--- src/rtl/count_monitor.sv ---
// count_monitor: locks onto a +1 counter stream, then flags step/flag errors and counts wraps.
module count_monitor #(
    parameter int WIDTH    = 8,
    parameter int LOCK_CNT = 4
) (
    input  logic             clk,
    input  logic             reset,
    input  logic             in_valid,
    input  logic [WIDTH-1:0] in_count,
    input  logic             in_is_one,
    input  logic             clear_err,
    output logic             locked,
    output logic             err,
    output logic [7:0]       err_count,
    output logic             wrap_pulse,
    output logic [15:0]      wrap_count,
    output logic [WIDTH-1:0] expected
);
    typedef enum logic [1:0] {IDLE, ACQUIRE, LOCKED} state_t;
    state_t           r_state, w_next;
    logic [WIDTH-1:0] r_prev;
    logic [3:0]       r_good, w_good_inc;
    logic             r_err, r_wrap_pulse;
    logic [7:0]       r_err_count;
    logic [15:0]      r_wrap_count;
    logic             w_match, w_flag_ok, w_ok, w_err_ev, w_wrap;
    assign expected   = r_prev + WIDTH'(1);
    assign w_match    = in_count == expected;
    assign w_flag_ok  = in_is_one == (r_prev == WIDTH'(1));
    assign w_ok       = w_match && w_flag_ok;
    assign w_err_ev   = in_valid && r_state == LOCKED && !w_ok;
    assign w_wrap     = in_valid && r_state == LOCKED && w_ok && in_count == '0;
    assign w_good_inc = r_good + 4'd1;
    always_ff @(posedge clk or negedge reset) begin
        if (!reset) r_state <= IDLE;
        else        r_state <= w_next;
    end
    always_comb begin
        w_next = !in_valid           ? r_state :
                 r_state == IDLE     ? ACQUIRE :
                 r_state == ACQUIRE  ? ((w_match && w_good_inc == 4'(LOCK_CNT)) ? LOCKED : ACQUIRE) :
                 w_ok                ? LOCKED : ACQUIRE;
    end
    always_comb begin
        locked     = r_state == LOCKED;
        err        = r_err;
        err_count  = r_err_count;
        wrap_pulse = r_wrap_pulse;
        wrap_count = r_wrap_count;
    end
    always_ff @(posedge clk or negedge reset) begin
        if (!reset) begin
            r_prev       <= '0;
            r_good       <= 4'd0;
            r_err        <= 1'b0;
            r_err_count  <= 8'd0;
            r_wrap_pulse <= 1'b0;
            r_wrap_count <= 16'd0;
        end else begin
            r_wrap_pulse <= w_wrap;
            if (w_wrap) r_wrap_count <= r_wrap_count + 16'd1;
            if (in_valid) begin
                r_prev <= in_count;
                r_good <= (r_state == ACQUIRE && w_match) ? w_good_inc : 4'd0;
            end
            // an error event on the same edge as clear_err takes precedence
            if (w_err_ev) begin
                r_err       <= 1'b1;
                r_err_count <= clear_err ? 8'd1 : (r_err_count == 8'hFF ? r_err_count : r_err_count + 8'd1);
            end else if (clear_err) begin
                r_err       <= 1'b0;
                r_err_count <= 8'd0;
            end
        end
    end
endmodule

--- config.mk ---
export PLATFORM = sky130hd
export DESIGN_NAME = count_monitor
export DESIGN_NICKNAME = d
export VERILOG_FILES = /design/src/rtl/count_monitor.sv
export SDC_FILE = /design/constraint.sdc
export NUM_CORES = 1
export LEC_CHECK = 0
export CAP_MARGIN = 15
export CORE_MARGIN = 10
export CORE_UTILIZATION = 56
export DETAILED_ROUTE_END_ITERATION = 10
export PLACE_DENSITY_LB_ADDON = 0.2
export SLEW_MARGIN = 20
export SYNTH_ARGS = -nofsm -noshare
export SYNTH_HDL_FRONTEND = slang
export SYNTH_SLANG_ARGS = --single-unit
--- constraint.sdc ---
create_clock -name clk -period 4.3 [get_ports clk]
set_clock_uncertainty 0.1 [all_clocks]
set_input_delay 0.43 -clock clk [delete_from_list [all_inputs] [get_ports clk]]
set_output_delay 0.43 -clock clk [all_outputs]
set_load 0.02 [all_outputs]
Yosys cells after proc, flatten, opt, wreduce, memory -nomap -nowiden
Index checks and enable logic that the tools add are counted.
Storage, ports and cells
  flip-flop bits (word level): 40
  input port bits: 13
  output and inout bits: 35
  logic and storage cells: 42
Operators by class
  add/subtract/negate cells: 4
  equality and inequality tests: 8
  multiplexer cells: 11
  reductions and logical operators: 12
Operator list (count)
  $mux W8: 4
  $add A16 B1 Y16 const B: 1
  $add A8 B1 Y8 const B: 2
  $eq A8 B1 Y1 const B: 1
  $eq A8 B8 Y1: 1
  $eq A8 B8 Y1 const B: 1
  $logic_not A8 Y1: 1
  $mux W2: 4
  $logic_and A1 B1 Y1: 7
  $add A4 B1 Y4 const B: 1
  $eq A4 B3 Y1 const B: 1
  $mux W4: 1
  $eq A2 B1 Y1 const B: 1
  $eq A2 B2 Y1 const B: 1
  $logic_not A2 Y1: 1
  $mux W1: 2
  $ne A2 B2 Y1 const B: 1
  $reduce_and A2 Y1: 1
  $reduce_bool A2 Y1: 1
  $eq A1 B1 Y1: 1
  $logic_not A1 Y1: 1

Longest topological paths before layout
Gate-level depths: netlist of run 1.
  depth after elaboration: 7
  depth in mapped cells: 9
  depth with buffers taken out: 8

Worst setup path before layout of run 1
OpenSTA, ideal clock, no wires.
  path type: register to register
  start: register r_prev[0]
  end: register r_wrap_count[4] (netlist: wrap_count[4])
  setup time: 0.130 ns
  data arrival time: 2.435 ns
  required time: 4.070 ns
  slack: 1.635 ns
  cell stages (with the launch flop): 9
  buffers on the path: 1
  clock period less this slack: 2.665 ns
  cell sequence: dfrtp_1 > ha_1 > xor2_1 > xnor2_1 > nand4_1 > a2111oi_4 > buf_6 > nand4_1 > xnor2_1
On the way
  word-level cells in the longest chain between the ends: 5
  elaborated cells on any way between the ends: 7
  classes of those cells: 1 x add/sub; 3 x eq/ne; 3 x reduce/logical
RTL lines
  from (decl): line 21  | logic [WIDTH-1:0] r_prev;
  from (signal assigned): line 63  | r_prev <= in_count;
  $add A8 B1 Y8: line 27  | assign expected = r_prev + WIDTH'(1);
  via expected[2]: line 17  | output logic [WIDTH-1:0] expected
  $eq A8 B8 Y1: line 28  | assign w_match = in_count == expected;
  $logic_and A1 B1 Y1: line 30  | assign w_ok = w_match && w_flag_ok;
  $logic_and A1 B1 Y1 (2 in series): line 32  | assign w_wrap = in_valid && r_state == LOCKED && w_ok && in_count == '0;
  to (signal assigned): line 61  | if (w_wrap) r_wrap_count <= r_wrap_count + 16'd1;
  to (decl): line 25  | logic [15:0] r_wrap_count;
The timed path passes the listed nets, and every way through them passes these cells.
A chain may end at the register's enable or synchronous reset.

Final worst setup path of run 1
  start: input port in_valid
  end: register r_wrap_count[7] (netlist: wrap_count[7])
On the way
  word-level cells in the longest chain between the ends: 3
RTL lines
  from (decl): line 8  | input logic in_valid,
  $logic_and A1 B1 Y1 (3 in series): line 32
Every way passes these cells.

==> flow_summary.json, run 1 <==
{
  "status": "complete, no violations",
  "multiInputGateArea_sq_mm": 0.001311,
  "start_util_pct": 59.22,
  "drc": 0,
  "synth_fa_ha_area_share_pct": 3.102,
  "slowest_delay_ps": 760,
  "cap_violations": 0,
  "totalWireLength_microns": 5689,
  "synthArstFlopShare_pct": 100.0,
  "crit_fanout": 27,
  "final_cell_mix": "clkdlybuf4s50_1, dfrtp_1, xnor2_1",
  "ys_ff_latch": 40,
  "syn_to_final_growth_pct": 23.89,
  "p_total_mw": 0.7877,
  "min_period_ps": 3087,
  "antenna_cells": 0,
  "portBuffers": 47,
  "dp_hpwl_microns": 4089,
  "cts_resized": 0,
  "drive_gt1_share_pct": 6.849,
  "cts_setup_buffers": 0,
  "clk_path_buf_depth": 2,
  "synth_top_area_share_pct": 41.37,
  "via_per_inst": 5.939,
  "hold_viol": 0,
  "synth_compound_area_share_pct": 11.58,
  "ys_seq_area_share_pct": 41.37,
  "hold_class": "in -> async",
  "root_buffer": "clkbuf_8",
  "pin_count": 48,
  "path_class": "in -> reg",
  "first_pass_iters": 4,
  "path_buf_inv": 2,
  "ys_warn_count": 0,
  "relSlewSlack_pct": 36.30,
  "cp.depth": 8,
  "final_nets": 310,
  "htree_levels": 2,
  "seqCellArea_sq_mm": 0.001001,
  "leakagePower_nw": 1.235,
  "setup_tns_ps": 0,
  "worst_pin_slew_ps": 955.5,
  "synthMuxAreaShare_pct": 4.550,
  "core-area_sq_mm": 0.004086,
  "fin_crit_sh_pct": 71.78,
  "critPathCaptureType": "register",
  "die_h_microns": 85.74,
  "synth_cells": 247,
  "cts_tree": "yes",
  "grt_pass1_wl_microns": 9887,
  "synth_xor_area_share_pct": 12.00,
  "power.density_mw_per_mm2": 262.7,
  "grt_max_degree": 41,
  "clkTransAtPathRegs_ps": 90,
  "synthFlopType": "dfrtp_1",
  "clock_latency_ps": 300,
  "die_area_sq_mm": 0.007350,
  "final_common_cell": "clkdlybuf4s50_1",
  "cts_hold_buf": 0,
  "synth_area_leaders": "dfrtp_1, xnor2_1, nand4_1, ha_1, nand2_1",
  "slowest_stage": "a2111oi_4",
  "cp.arrival_ps": 3170,
  "grt_pass1_vias": 2050,
  "synth_top_family_by_area": "simple AND/OR/NAND/NOR gates",
  "yosys.area_share.simple_pct": 22.96,
  "wire_per_inst_microns": 16.63,
  "final_util_pct": 73.36,
  "fmax_ghz": 0.3240,
  "finalSetupViolations": 0,
  "cts_num_sinks": 40,
  "grt_usage_pct": 15.93,
  "ys_types": 48,
  "worst_hold_slack_ps": 147.6,
  "antenna_found_initial": 0,
  "final_area_sq_mm": 0.002998,
  "place_area_sq_mm": 0.002900,
  "num_rows": 23,
  "drt_iter0_markers": 111,
  "die_x_microns": 85.74,
  "synth_area_per_cell_sq_um": 9.797,
  "synth_top_area_cell": "dfrtp_1",
  "rsz0062_at_grt": "false",
  "fillers": 326,
  "r2r_cells": 7,
  "synth_edf_count": 0,
  "required_ps": 4390,
  "drv_slew": 0,
  "cts_buffers": 5,
  "critPathTopFamily": "simple AND/OR/NAND/NOR gates",
  "gp_congestion": 0.8654,
  "syn_nets": 266,
  "ir_drop_uv": 183.9,
  "crit_chain": "clkdlybuf4s50_1, buf_4, and3b_1, nand3_1, or3b_1, a2111oi_4, nand4_1, xnor2_1",
  "vias": 2031,
  "syn-cell-area_sq_mm": 0.002420,
  "gr-total-overflow": 0,
  "startpoint_type": "input pin",
  "antenna_left": 0
}
## final timing paths
kind / from / endpoint / slack [ps]
max in group asynchronous: reset / err_count[3]$_DFFE_PN0P_ / 3400
hold reg to reg: wrap_count[15]$_DFFE_PN0P_ / wrap_count[15]$_DFFE_PN0P_ / 380
min in group clk: wrap_count[15]$_DFFE_PN0P_ / wrap_count[15]$_DFFE_PN0P_ / 380
setup reg to reg: r_prev[0]$_DFFE_PN0P_ / wrap_count[7]$_DFFE_PN0P_ / 1260
hold / removal: reset / r_prev[3]$_DFFE_PN0P_ / 150
setup / recovery: in_valid / wrap_count[7]$_DFFE_PN0P_ / 1210
## worst register-to-register path: cells and delay by family, from the launching register on
| family | cells | cell delay, ps |
|---|---|---|
| AND/OR/NAND/NOR | 2 | 560 |
| adder cells (fa/ha/maj) | 1 | 250 |
| flip-flops | 1 | 490 |
| XOR/XNOR | 3 | 580 |
| AO/OA/AOI/OAI | 1 | 950 |
## report_power, final
part           internal [mW]  switching [mW]  leakage [nW]  total [mW]
logic                 0.0549          0.0639         0.654       0.119
registers              0.383          0.0141         0.538       0.397
clock network          0.130           0.142        0.0434       0.272
## sequential cells by signal (all words and copies together), names as in the netlist
register    count
wrap_count     16
err_count       8
r_prev          8
r_good          4
r_state         2
err             1
wrap_pulse      1
## layout make-up
| type | instances | share of cell area, % |
|---|---|---|
| timing repair buffer | 48 | 15.78 |
| clock buffer | 6 | 2.755 |
| tap | 50 | 2.087 |
| inverter | 14 | 1.753 |
| multi-input combinational | 182 | 43.74 |
| sequential | 40 | 33.39 |
| clock inverter | 2 | 0.5008 |
## kinds of logic after synthesis
kind of cell,after synthesis
mux,10
xor+xnor,30
compound gates,38
simple gates,98
flops,40
buf+inv,25
fa+ha+maj,6
## layer usage
layer / vias to the layer above / share of wire [%] / global-route usage [%]
met5: - / 0 / 0
met4: 0 / 1.7 / 5.240
met3: 9 / 7.2 / 6.149
met2: 59 / 47 / 25.68
met1: 980 / 44 / 18.99
li1: 983 / - / -
## cells in the mapped netlist, drive strengths merged (6+ instances only)
cell,instances
inv,14
buf,7
nor2b,7
nand3,10
mux2,8
a21oi,6
ha,6
o21ai,10
nand2,16
and2,6
nor2,14
dfrtp,40
and3,6
xnor2,24
nand4,19
## stage by stage
step                      cells  setup slack (ps)
after floorplan             247              1635
after global placement      334              1010
after detailed placement    334             964.5
after CTS                   342              1251
after global routing        342              1050
final                       342              1213
Power figures use the tool's default switching activity.
==> run 2: changes to the inputs <==
--- a/config.mk
+++ b/config.mk
@@ -7,7 +7,7 @@
 export LEC_CHECK = 0
 export CAP_MARGIN = 15
 export CORE_MARGIN = 10
-export CORE_UTILIZATION = 56
+export CORE_UTILIZATION = 47
 export DETAILED_ROUTE_END_ITERATION = 10
 export PLACE_DENSITY_LB_ADDON = 0.2
 export SLEW_MARGIN = 20
==> constraint.sdc (replaced) <==
create_clock -name clk -period 2.6 [get_ports clk]
set_clock_uncertainty 0.1 [all_clocks]
set_input_delay 0.26 -clock clk [delete_from_list [all_inputs] [get_ports clk]]
set_output_delay 0.26 -clock clk [all_outputs]
set_load 0.02 [all_outputs]
==> run 2 against run 1 <==
Compared with the run above:
- final area grew 8.1%
- utilization shrank 9.1 points
- clock power grew 49%
- via count shrank 1.6%
- setup slack lost 1100 ps
- worst hold slack lost 150 ps
- sequential share of layout area shrank 2.4 points
- critical path depth grew 1
- first-iteration DRC count shrank 11%
- largest power group unchanged
==> flow_summary.json, run 2 (synthesized netlist as in run 1, its figures left out) <==
{
  "via_per_inst": 5.230,
  "cp.arrival_ps": 2580,
  "setup_ws_ps": 99.79,
  "portBuffers": 47,
  "grt_max_degree": 41,
  "cts_num_sinks": 40,
  "antenna_cells": 0,
  "r2r_slack_ps": 100,
  "worst_hold_slack_ps": 0.6420,
  "dp_hpwl_microns": 4091,
  "drt_iter0_markers": 99,
  "rr_startpoint": "r_prev[0]$_DFFE_PN0P_",
  "drc": 0,
  "final_cell_mix": "clkdlybuf4s50_1, dfrtp_1, xnor2_1",
  "core-area_sq_mm": 0.005042,
  "hold_viol": 0,
  "path_class": "reg -> reg",
  "dp_cells": 370,
  "cap_violations": 0,
  "fmax_ghz": 0.4000,
  "htree_levels": 2,
  "start_util_pct": 47.99,
  "status": "complete, no violations",
  "grt_pass1_wl_microns": 9549,
  "cts_tree": "yes",
  "critical_path.startpoint": "r_prev[0]$_DFFE_PN0P_",
  "r2r_cells": 9,
  "grt_usage_pct": 13.52,
  "syn_to_final_growth_pct": 33.92,
  "antenna_found_initial": 0,
  "die_area_sq_mm": 0.008419,
  "drv_slew": 0,
  "gr-total-overflow": 0,
  "final_util_pct": 64.27,
  "largest_reg_flops": 16,
  "grt_pass1_vias": 1942,
  "die_h_microns": 91.76,
  "first_pass_iters": 4,
  "finalSetupViolations": 0,
  "cts_buffers": 5,
  "hold_class": "in -> async",
  "setup_tns_ps": 0,
  "ir_drop_uv": 219.9,
  "min_period_ps": 2500,
  "drive_gt1_share_pct": 15.06,
  "startpoint_type": "register",
  "totalWireLength_microns": 5609,
  "worstReg2RegEnd": "wrap_count[1]$_DFFE_PN0P_",
  "fin_crit_sh_pct": 96.16,
  "wire_per_inst_microns": 14.68,
  "power.density_mw_per_mm2": 395.4,
  "final_area_sq_mm": 0.003241,
  "relSlewSlack_pct": 38.78,
  "clk_path_buf_depth": 2,
  "pin_count": 48,
  "clock_latency_ps": 290,
  "num_rows": 26,
  "root_buffer": "clkbuf_8",
  "critPathCaptureType": "register",
  "vias": 1998,
  "antenna_left": 0,
  "final_nets": 331,
  "p_total_mw": 1.281,
  "cts_hold_buf": 0,
  "required_ps": 2680,
  "crit_fanout": 8,
  "gp_congestion": 0.8165,
  "worst_pin_slew_ps": 918.3,
  "clkTransAtPathRegs_ps": 80,
  "leakagePower_nw": 1.359,
  "place_area_sq_mm": 0.003065,
  "final_common_cell": "clkdlybuf4s50_1",
  "die_x_microns": 91.76,
  "fin_cells": 382,
  "dpl_worst_slack_ps": -85.76
}
run 2: worst max path at each step:
stage | end | cells after the start
2_1_floorplan | wrap_count[4]$_DFFE_PN0P_ | 8
3_3_place_gp | wrap_count[1]$_DFFE_PN0P_ | 8
3_5_place_dp | err_count[5]$_DFFE_PN0P_ | 7
6_report | wrap_count[1]$_DFFE_PN0P_ | 9
5_1_grt | wrap_count[4]$_DFFE_PN0P_ | 10
4_1_cts | wrap_count[1]$_DFFE_PN0P_ | 7
run 2: worst max-delay path: stages (launching register included):
cell,delay (ps)
dfrtp_2,470
ha_1,340
xnor2_1,140
nor2_1,120
nand4_1,110
buf_4,180
a2111oi_4,300
buf_4,190
buf_12,120
mux2_2,320
run 2: layer usage:
metal,part of all wire [%],up-vias,GRT usage (%)
met5,0,-,0
met4,1.2,0,4.242
met3,5.6,6,4.564
met2,45,36,20.79
met1,48,945,17.55
li1,-,1011,-
run 2: layout make-up:
class                      instances  area, sq um
timing repair buffer              69        663.1
clock buffer                       5        68.82
clock inverter                     2        12.51
tap                               70        87.58
multi-input combinational        182         1351
fill                             427         1802
sequential                        40         1005
inverter                          14        52.55
run 2: power by group:
part	switching (mW)	internal, mW
combinational	0.111	0.108
clock	0.222	0.182
sequential	0.0249	0.634
run 2: timing repair:
action	4_1_cts	5_1_grt
buffers inserted	0	4
endpoints found under the hold margin	0	0
gates cloned	0	1
pin swaps	0	1
endpoints found under the setup margin	2	26
gates resized for setup	2	9
